File: src/rtl/alu_sched.sv
// alu_sched: round-robin scheduler sharing one ALU between NUM_REQ requesters.
// Accepts one operation at a time, drives registered operands to the ALU,
// waits for alu_data_valid and returns the result as a one-cycle strobe
// to the owning requester.
// Optional feature: define ALU_SCHED_TIMEOUT_EN to enable the watchdog that
// forces an error response after TIMEOUT_CYCLES without alu_data_valid.
module alu_sched #(
    parameter int unsigned NUM_REQ        = 2,
    parameter int unsigned BUS_WIDTH      = 32,
    parameter int unsigned OPCODE_WIDTH   = 4,
    parameter int unsigned TIMEOUT_CYCLES = 16
) (
    input  logic                             clk,
    input  logic                             rst,
    input  logic [NUM_REQ-1:0]               req_valid,
    output logic [NUM_REQ-1:0]               req_ready,
    input  logic [NUM_REQ*BUS_WIDTH-1:0]     req_rs_data,
    input  logic [NUM_REQ*BUS_WIDTH-1:0]     req_imme_rs,
    input  logic [NUM_REQ*OPCODE_WIDTH-1:0]  req_op_code,
    output logic [NUM_REQ-1:0]               rsp_valid,
    output logic [BUS_WIDTH-1:0]             rsp_data,
    output logic                             rsp_err,
    output logic                             alu_start,
    output logic [BUS_WIDTH-1:0]             alu_rs_data,
    output logic [BUS_WIDTH-1:0]             alu_imme_rs,
    output logic [OPCODE_WIDTH-1:0]          alu_op_code,
    input  logic [BUS_WIDTH-1:0]             alu_data_out,
    input  logic                             alu_data_valid,
    output logic                             busy
);

    localparam int unsigned GW = (NUM_REQ > 2) ? 2 : 1;
    localparam logic [GW-1:0] LAST_GRANT_RST = GW'(NUM_REQ - 1);

    if ((NUM_REQ < 2) || (NUM_REQ > 4)) begin : g_bad_num_req
        $error("alu_sched: NUM_REQ must be 2..4");
    end
    if ((TIMEOUT_CYCLES < 1) || (TIMEOUT_CYCLES > 255)) begin : g_bad_timeout
        $error("alu_sched: TIMEOUT_CYCLES must be 1..255");
    end

    typedef enum logic [1:0] {IDLE, ISSUE, WAIT, RESP} state_t;

    state_t          state_q, state_d;
    logic [GW-1:0]   last_grant, owner, grant;
    logic            any_req;
    logic            accept;
    logic            res_take;
    logic            tmo_hit;
    logic            tmo_limit;
    int unsigned     rr_idx;

    // Round-robin search starting one past the last granted requester.
    always_comb begin
        grant   = last_grant;
        any_req = 1'b0;
        rr_idx  = 0;
        for (int unsigned i = 1; i <= NUM_REQ; i++) begin
            rr_idx = 32'(last_grant) + i;
            if (rr_idx >= NUM_REQ) begin
                rr_idx = rr_idx - NUM_REQ;
            end
            if (!any_req && req_valid[rr_idx]) begin
                any_req = 1'b1;
                grant   = GW'(rr_idx);
            end
        end
    end

    // State register.
    always_ff @(posedge clk or posedge rst) begin
        if (rst) begin
            state_q <= IDLE;
        end else begin
            state_q <= state_d;
        end
    end

    // Next-state logic and combinational handshake outputs.
    always_comb begin
        state_d   = state_q;
        req_ready = '0;
        alu_start = 1'b0;
        accept    = 1'b0;
        res_take  = 1'b0;
        tmo_hit   = 1'b0;
        case (state_q)
            IDLE: begin
                if (any_req) begin
                    accept           = 1'b1;
                    req_ready[grant] = !rst;
                    state_d          = ISSUE;
                end
            end
            ISSUE, WAIT: begin
                alu_start = (state_q == ISSUE);
                if (alu_data_valid) begin
                    res_take = 1'b1;
                    state_d  = RESP;
                end else if (tmo_limit) begin
                    tmo_hit = 1'b1;
                    state_d = RESP;
                end else begin
                    state_d = WAIT;
                end
            end
            RESP: begin
                state_d = IDLE;
            end
            default: begin
                state_d = IDLE;
            end
        endcase
    end

    assign busy = (state_q != IDLE);

    // Operand capture on accept, grant bookkeeping and registered response.
    always_ff @(posedge clk or posedge rst) begin
        if (rst) begin
            alu_rs_data <= '0;
            alu_imme_rs <= '0;
            alu_op_code <= '0;
            owner       <= '0;
            last_grant  <= LAST_GRANT_RST;
            rsp_valid   <= '0;
            rsp_data    <= '0;
        end else begin
            rsp_valid <= '0;
            if (accept) begin
                alu_rs_data <= req_rs_data[grant*BUS_WIDTH +: BUS_WIDTH];
                alu_imme_rs <= req_imme_rs[grant*BUS_WIDTH +: BUS_WIDTH];
                alu_op_code <= req_op_code[grant*OPCODE_WIDTH +: OPCODE_WIDTH];
                owner       <= grant;
                last_grant  <= grant;
            end
            if (res_take) begin
                rsp_data         <= alu_data_out;
                rsp_valid[owner] <= 1'b1;
            end else if (tmo_hit) begin
                rsp_data         <= '0;
                rsp_valid[owner] <= 1'b1;
            end
        end
    end

`ifdef ALU_SCHED_TIMEOUT_EN
    logic [7:0] tmo_cnt;

    // Watchdog: cleared when an operation is accepted, counts ISSUE and WAIT cycles.
    always_ff @(posedge clk or posedge rst) begin
        if (rst) begin
            tmo_cnt <= '0;
        end else if (accept) begin
            tmo_cnt <= '0;
        end else if ((state_q == ISSUE) || (state_q == WAIT)) begin
            tmo_cnt <= tmo_cnt + 8'd1;
        end
    end

    assign tmo_limit = (tmo_cnt == 8'(TIMEOUT_CYCLES));

    // Error flag rides alongside rsp_valid; a result at the limit cycle wins.
    always_ff @(posedge clk or posedge rst) begin
        if (rst) begin
            rsp_err <= 1'b0;
        end else begin
            rsp_err <= tmo_hit;
        end
    end
`else
    assign tmo_limit = 1'b0;
    assign rsp_err   = 1'b0;
`endif

endmodule
File: config.mk
export PLATFORM = sky130hd
export DESIGN_NAME = alu_sched
export DESIGN_NICKNAME = d
export VERILOG_FILES = /design/src/rtl/alu_sched.sv
export SDC_FILE = /design/constraint.sdc
export NUM_CORES = 1
export LEC_CHECK = 0
export CAP_MARGIN = 10
export CORE_MARGIN = 3
export CORE_UTILIZATION = 35
export CTS_CLUSTER_SIZE = 30
export DETAILED_ROUTE_END_ITERATION = 8
export GPL_TIMING_DRIVEN = 0
export MAX_ROUTING_LAYER = met4
export PLACE_DENSITY = 0.72
export SLEW_MARGIN = 30
export SYNTH_ARGS = -nofsm -noshare
export SYNTH_HDL_FRONTEND = slang
export SYNTH_SLANG_ARGS = --single-unit
File: constraint.sdc
create_clock -name clk -period 12.6 [get_ports clk]
set_input_delay 2.52 -clock clk [delete_from_list [all_inputs] [get_ports clk]]
set_output_delay 2.52 -clock clk [all_outputs]
set_load 0.005 [all_outputs]
## After elaboration in Yosys (flattened, before gate mapping)

Index checks and enable logic that the tools add are counted.

- Output and inout port bits: 107
- Bits of input ports: 173
- Logic and storage cells: 62
- Register bits after elaboration: 106

- Reductions and logical operators: 8
- $add $sub $neg: 4
- Equality and inequality tests: 4
- $lt $le $gt $ge: 8
- Bitwise operators: 1
- Multiplexer cells: 26
- Shift-type cells: 3

Operator list:

| operator | count |
|---|---|
| 64-bit by 7-bit variable part select with 32-bit output | 2 |
| 32-bit 2-to-1 mux | 3 |
| 32-bit by 2-bit less-than comparator with 1-bit output, second input constant | 2 |
| 1-bit 2-to-1 mux | 16 |
| 2-bit 2-to-1 mux | 4 |
| 8-bit by 4-bit variable part select with 4-bit output | 1 |
| 2-bit one-hot mux with 3 select lines | 1 |
| 2-bit equality test, second input constant | 2 |
| 1-bit by 2-bit less-than comparator with 1-bit output, second input constant | 2 |
| 3-bit by 2-bit subtractor with 4-bit output, second input constant | 1 |
| 1-bit by 2-bit adder with 3-bit output, second input constant | 1 |
| 3-bit by 2-bit >= comparator with 1-bit output, second input constant | 1 |
| 1-bit logical AND | 3 |
| 2-bit by 2-bit subtractor with 3-bit output, second input constant | 1 |
| 1-bit by 1-bit adder with 2-bit output, second input constant | 1 |
| 2-bit bitwise AND | 1 |
| 1-bit demux with 1-bit select | 2 |
| 2-bit by 1-bit equality test with 1-bit output, second input constant | 1 |
| 1-bit >= comparator, second input constant | 2 |
| 2-bit >= comparator, second input constant | 1 |
| 1-bit zero test | 2 |
| 2-bit zero test | 1 |
| 2-bit != test, second input constant | 1 |
| 2-bit nonzero test | 1 |
| 2-bit OR reduction | 1 |

## Depth between registers and ports, before layout

Gate-level depths: netlist (run 1).

- Depth in word-level cells: 16
- Mapped depth: 7
- Depth with buffers taken out: 5

## Least setup slack after synthesis (run 1)

Ideal clock, no wire load.

- Path kind: input-to-output
- Start point: input rst
- End point: output req_ready[0]
- Stages: 2
- Required time: 10080 ps
- Path buffers: 0
- Path slack: 4929 ps
- Data arrival time: 5151 ps
- Cell sequence: inv_1 and3_1

- Longest elaborated chain between the ends: 4

RTL lines:

| item | RTL line | text |
|---|---|---|
| start, declared | 14 | `input logic rst,` |
| 1-bit zero test (no line) | -- |  |
| 2-bit bitwise AND (no line) | -- |  |
| 2-bit 2-to-1 mux | 89 | `if (any_req) begin` |
| 2-bit 2-to-1 mux | 87 | `case (state_q)` |
| end, declared | 16 | `output logic [NUM_REQ-1:0] req_ready,` |

No other way between the ends.

## Worst setup path in the final report (run 1)

- Start point: input req_valid[1]
- End point: output req_ready[0]

- Longest elaborated chain between the ends: 13
- Elaborated cells on any way between the ends: 18
- Classes of those cells: order compare (2); mux (12); bitwise (1); reduce/logical (3)

RTL lines:

| item | RTL line | text |
|---|---|---|
| start, declared | 15 | `input logic [NUM_REQ-1:0] req_valid,` |
| 1-bit 2-to-1 mux (not written as such) (2 in a row) | 63 | `if (!any_req && req_valid[rr_idx]) begin` |
| 1-bit 2-to-1 mux | 63 |  |
| 1-bit zero test | 63 |  |
| 1-bit logical AND | 63 |  |
| 1-bit 2-to-1 mux | 63 |  |
| 1-bit by 2-bit less-than comparator with 1-bit output (not written as such) or 1-bit >= comparator (tied branches) | 91 | `req_ready[grant] = !rst;` |
| 1-bit logical AND (not written as such) | 91 |  |
| 1-bit 2-to-1 mux (not written as such) | 91 |  |
| 1-bit demux with 1-bit select | 91 |  |
| 2-bit bitwise AND (no line) | -- |  |
| 2-bit 2-to-1 mux (*) | 89 |  |
| 2-bit 2-to-1 mux (*) | 87 |  |

Every way passes the cells marked *; elsewhere a longest branch is shown, timed or not. The select of a mux whose other input is x is not followed.

==> results of run 1 <==
## power groups by stage
stage          logic, W  registers (W)  clock network (W)
3_3_place_gp   0.000930       0.000604                  0
6_report       0.000942       0.000608           0.000291
4_1_cts        0.000954       0.000609           0.000298
3_5_place_dp   0.000951       0.000614                  0
5_1_grt         0.00103       0.000629           0.000311
2_1_floorplan  0.000406       0.000621                  0
## logic make-up (layout without fill, tap and decap cells)
| group | after synthesis | in the layout | synth area share |
|---|---|---|---|
| flip-flops | 106 | 106 | 0.557 |
| AND/OR/NAND/NOR | 150 | 150 | 0.139 |
| AO/OA/AOI/OAI | 142 | 142 | 0.168 |
| other | 1 | 1 | 0.000787 |
| multiplexers | 33 | 33 | 0.0780 |
| adder cells (fa/ha/maj) | 2 | 2 | 0.00525 |
| buffers and inverters | 52 | 346 | 0.0517 |
## sequential cells by signal, summed over array words and instances, names as in the netlist
register / cells
last_grant: 1
alu_imme_rs: 32
state_q: 2
owner: 1
alu_rs_data: 32
rsp_data: 32
rsp_valid: 2
alu_op_code: 4
## routing by layer
layer | global-route usage | vias to the layer above
met2 | 0.375 | 230
met5 | - | -
met3 | 0.0594 | 25
met1 | 0.271 | 2388
li1 | - | 2320
met4 | 0.0805 | 0
## worst paths after layout
kind / endpoint / depth (start not counted)
max reg2reg: alu_rs_data[1]$_DFFE_PP0P_ / 6
max: req_ready[0] / 7
min reg2reg: rsp_valid[0]$_DFF_PP0_ / 1
max in group asynchronous: last_grant$_DFFE_PP1P_ / 3
min in group asynchronous: alu_rs_data[0]$_DFFE_PP0P_ / 2
min: rsp_valid[0]$_DFF_PP0_ / 1
## through the flow
step           power [W]   util  worst slack (ns)  hold WS (ns)
4_1_cts          0.00186  0.625              5.59         0.471
2_1_floorplan    0.00103      -              4.93         0.418
3_5_place_dp     0.00156  0.601              5.60         0.461
3_3_place_gp     0.00153  0.598              3.08         0.465
6_report         0.00184  0.625              5.60         0.477
5_1_grt          0.00197  0.625              5.49         0.503
## final cells by class
class                   instances  area (sq um)  area share
plain buffers                  48           231      0.0285
inverters                       4          20.0     0.00247
flip-flops and latches        106          2650       0.327
clock inverters                 3          47.5     0.00586
multi-input cells             328          1860       0.230
repair buffers                279          2810       0.347
well taps                     172           215      0.0265
clock buffers                  12           267      0.0329
## worst register-to-register path: cells and delay by family, from the launching register on
family	cells	cell delay, ns
buf+inv	3	0.71
flops	1	0.38
compound gates	2	0.34
fa+ha+maj	1	0.28
## cell usage in the layout (no fill, tap or decap), types with 2 or more instances in the layout
| cell type | synthesis | layout |
|---|---|---|
| clkdlybuf4s50_1 | 0 | 278 |
| dfrtp_1 | 105 | 105 |
| nor2_1 | 70 | 70 |
| a31oi_1 | 69 | 69 |
| nand3_1 | 68 | 68 |
| o21ai_0 | 66 | 66 |
| mux2_2 | 33 | 33 |
| buf_2 | 24 | 24 |
| clkbuf_1 | 14 | 14 |
| clkbuf_16 | 0 | 9 |
| nand2_1 | 6 | 6 |
| o21ai_1 | 5 | 5 |
| buf_1 | 4 | 4 |
| buf_4 | 3 | 3 |
| inv_1 | 4 | 3 |
| clkbuf_8 | 0 | 3 |
| clkbuf_2 | 2 | 2 |
| and3_1 | 2 | 2 |
| ha_1 | 2 | 2 |
| clkinv_4 | 0 | 2 |
==> results_dict.tcl, run 1 <==
set metrics [dict create \
    synth-async-reset-ratio 1.00 \
    antenna_found_initial 0 \
    regToRegSetupSlack_ns 10.74 \
    rsz0062_at_grt "no" \
    clk_transition_reported_paths_ns 0.07 \
    synth_top_area_share 0.552 \
    clockBufferDepth 2 \
    power.clock.fraction 0.158 \
    antennaDiodeCount 0 \
    grt_remaining_overflow 0 \
    wl_met3_um 1550 \
    synth_ff_type "dfrtp_1" \
    synth-seq-cells 106 \
    ir_drop_mv 0.0931 \
    crit_type "primary input to output port" \
    netSwitchingFraction 0.336 \
    required_ns 10.08 \
    worst_setup_path_end_kind "output port" \
    track_usage 0.228 \
    ios 280 \
    period_minus_slack_ns 7.00 \
    port_buffers 278 \
    insertion_delay_ns 0.34 \
    final-setup-viol-count 0 \
    power_density_nw_per_um2 227 \
    area_growth_pct 70.2 \
    die_h_um 123 \
    cts_tree "done" \
    netlist_area_sq_um 4760 \
    p_sw_w 0.000619 \
    power_frac_seq 0.330 \
    vias 4963 \
    dr_wl_met2_um 8570 \
    crit_family "buffers and inverters" \
    drt-initial-drc-count 275 \
    min_from "owner$_DFFE_PP0P_" \
    p_int_w 0.00122 \
    die_width_um 123 \
    htree_levels 3 \
    core_sq_um 13000 \
    numCtsBuffers 9 \
    dieArea_sq_um 15000 \
    synth-edff-count 0 \
    wl_per_cell_um 18.0 \
    synthCells 486 \
    via_per_inst 5.21 \
    cts_setup_buffers 0 \
    arrival_ns 4.48 \
    cpMostUsedCell "clkdlybuf4s50_1" \
    maxCapViolCount 0 \
    synth_cell_types 25 \
    synth.most_common_cell "dfrtp_1" \
    hp-class "flop to flop" \
    topRoutingLayerUsed "met4" \
    skew_ns 0.0110 \
    ant_nets 0 \
    grt_max_degree 61 \
    grt_pass1_vias 4935 \
    finalCritPeriodShare 0.555 \
    design_area_sq_um 8110 \
    final_max_slew_viol_count 0 \
    dp_hpwl_um 13200 \
    cts_hold_buf 0 \
    cts_resized 0 \
    yosysWarnings 0 \
    synthTopCellsByCount "dfrtp_1 (105), nor2_1 (70), a31oi_1 (69)" \
    drive_gt1_frac 0.106 \
    critPathLaunchType "primary input" \
    firstDrtPassIters 4 \
    fin_nets 951 \
    wl_met1_um 6590 \
    timing.critical_path.from "req_valid[1]" \
    synth_area_per_cell_sq_um 9.80 \
    yosysSeqAreaShare 0.557 \
    status "finished, final reports clean" \
    grt_pass1_wl_um 26000 \
    r2r_start "state_q[0]$_DFFE_PP0P_" \
    row_count 41 \
    layout.cells.non_filler 952 \
    worst_path_largest_cell_delay_ns 0.53 \
    p_comb_frac 0.512 \
    drc 0 \
    finalHoldViolations 0 \
    drt-total-wl_um 17100 \
    synth_top_area_cell "dfrtp_1" \
    dpl.cell_count 937 \
    cts_root_buf "clkbuf_16" \
    crit_buf_inv 4 \
    start_util 0.367 \
    placed_area_sq_um 7790 \
    leakage_nw 3.25 \
    clock-sinks 106 \
    mappedNetlistNets 661 \
    path_cells "clkdlybuf4s50_1 > or2_1 > buf_2 > buf_4 > nand2_1 > and3_1 > clkdlybuf4s50_1" \
    cpMaxStageDelayCell "clkdlybuf4s50_1" \
    setup_tns_ns 0 \
    fillers 1096 \
    crit_path_max_fanout 10 \
    synthTopCellsByArea "dfrtp_1 (55%), a31oi_1 (9.1%), mux2_2 (7.8%)" \
    place_congestion 0.865 \
    clock.fmax_ghz 0.143 \
]
No activity file was read; power rests on OpenSTA's default activity.
==> run 2, diff against run 1 <==
Settings changed: CORE_UTILIZATION 35 to 34, PLACE_DENSITY 0.72 to 0.73.
Clock period 12.6 ns to 5.8 ns, I/O delays scaled along.
==> run 2 against run 1 <==
Compared with the run above:
- clock power rose by 130%
- sequential power is 120% higher
- flip-flop and latch count did not move
- utilization shrank 2.0 points
- cell count is 0.53% higher
- count of clock-buffer cells in the layout did not move
- largest cell class unchanged
- highest routed layer unchanged
==> results_dict.tcl, run 2 (synthesis results as in run 1) <==
set metrics [dict create \
    finalCritPeriodShare 0.747 \
    place_ws_ns 1.46 \
    area_growth_pct 70.8 \
    p_sw_w 0.00134 \
    clockBufferDepth 2 \
    whs_ns 0.506 \
    drc 0 \
    grt_max_degree 56 \
    grt_remaining_overflow 0 \
    skew_ns 0.00755 \
    via_per_inst 5.21 \
    antenna_found_initial 0 \
    status "finished, final reports clean" \
    p_comb_frac 0.503 \
    cts_root_buf "clkbuf_16" \
    p_total_w 0.00404 \
    ant_nets 0 \
    port_buffers 278 \
    die_h_um 124 \
    final-setup-viol-count 0 \
    drt-total-wl_um 16900 \
    ff2ff_path_depth 6 \
    clock.fmax_ghz 0.231 \
    cts_setup_buffers 0 \
    power_frac_seq 0.330 \
    die_width_um 124 \
    cts_resized 0 \
    grt_pass1_wl_um 26700 \
    tightest_slew_ns 0.607 \
    required_ns 4.64 \
    netSwitchingFraction 0.332 \
    row_count 42 \
    start_util 0.354 \
    final_max_slew_viol_count 0 \
    fillers 1189 \
    power.clock.fraction 0.167 \
    top_regs "alu_imme_rs: 32 flops, alu_rs_data: 32 flops, rsp_data: 32 flops" \
    worst_setup_path_end_kind "output port" \
    hp-class "flop to flop" \
    finalHoldViolations 0 \
    clock-sinks 106 \
    p_int_w 0.00270 \
    insertion_delay_ns 0.34 \
    track_usage 0.218 \
    vias 4988 \
    period_minus_slack_ns 4.33 \
    layout_setup_ws_ns 1.47 \
    crit_path_max_fanout 10 \
    power_density_nw_per_um2 497 \
    design_area_sq_um 8140 \
    wl_per_cell_um 17.6 \
    crit_type "primary input to output port" \
    final_cell_mix "clkdlybuf4s50_1 (278), dfrtp_1 (105), nor2_1 (70), a31oi_1 (69), nand3_1 (68)" \
    placed_area_sq_um 7800 \
    arrival_ns 3.17 \
    maxCapViolCount 0 \
    leakage_nw 3.26 \
    relSlewSlack 0.591 \
    fin_nets 951 \
    grt_pass1_vias 5150 \
    layout_commonest_cell "clkdlybuf4s50_1" \
    drt-initial-drc-count 319 \
    firstDrtPassIters 8 \
    dieArea_sq_um 15500 \
    antennaDiodeCount 0 \
    rsz0062_at_grt "no" \
    hold_path_depth 1 \
    cts_tree "done" \
    critPathLaunchType "primary input" \
    ir_drop_mv 0.228 \
    final_util 0.605 \
    clk_transition_reported_paths_ns 0.07 \
    ios 280 \
    cts_hold_buf 0 \
    dp_hpwl_um 13000 \
    place_congestion 0.833 \
    htree_levels 3 \
    core_sq_um 13500 \
    drive_gt1_frac 0.108 \
    numCtsBuffers 9 \
]
## run 2: changes by cell type in the layout (fill, tap and decap cells not counted)
| cell | delta |
|---|---|
| bufinv_16 | +1 |
| clkinv_2 | +1 |
| clkinv_4 | -2 |
| clkinvlp_4 | +1 |
## run 2: layer usage
metal  up-vias  GRT usage  share of wire
met2       252      0.368           0.50
met3        48     0.0382          0.057
met4         0     0.0903          0.035
met5         -          -              0
met1      2363      0.259           0.41
li1       2325          -              -
## run 2: power by group through the flow
| stage | sequential [W] | clock [W] | combinational, W |
|---|---|---|---|
| 2_1_floorplan | 0.00135 | 0 | 0.000882 |
| 3_3_place_gp | 0.00132 | 0 | 0.00201 |
| 3_5_place_dp | 0.00134 | 0 | 0.00205 |
| 4_1_cts | 0.00133 | 0.000695 | 0.00206 |
| 5_1_grt | 0.00138 | 0.000729 | 0.00221 |
| 6_report | 0.00133 | 0.000677 | 0.00203 |
## run 2: final cells by class
| type | count | area (sq um) | area share |
|---|---|---|---|
| plain buffers | 48 | 231 | 0.0284 |
| inverters | 4 | 20.0 | 0.00246 |
| flip-flops and latches | 106 | 2650 | 0.326 |
| multi-input cells | 328 | 1860 | 0.229 |
| well taps | 176 | 220 | 0.0271 |
| clock inverters | 4 | 72.6 | 0.00892 |
| repair buffers | 279 | 2810 | 0.345 |
| clock buffers | 12 | 267 | 0.0327 |
## run 2: critical path, cell delays in order
cell,delay [ns]
clkdlybuf4s50_1,0.48
nand2_1,0.28
buf_2,0.28
nand2_1,0.19
nor3_1,0.23
clkdlybuf4s50_1,0.56
## run 2: stage by stage
stage                     instances  setup TNS, ns
after global routing            957              0
final                           957              0
after global placement          940          -1.03
after detailed placement        941              0
after floorplan                 486              0
after CTS                       957              0
## run 2: worst paths after layout
check	end	from	slack, ns
min reg2reg	rsp_data[24]$_DFFE_PP0P_	rsp_data[24]$_DFFE_PP0P_	0.51
min in group asynchronous	alu_rs_data[15]$_DFFE_PP0P_	rst	1.26
max reg2reg	alu_rs_data[13]$_DFFE_PP0P_	state_q[0]$_DFFE_PP0P_	3.93
max	req_ready[1]	req_valid[0]	1.47
max in group asynchronous	last_grant$_DFFE_PP1P_	rst	3.88
min	rsp_data[24]$_DFFE_PP0P_	rsp_data[24]$_DFFE_PP0P_	0.51
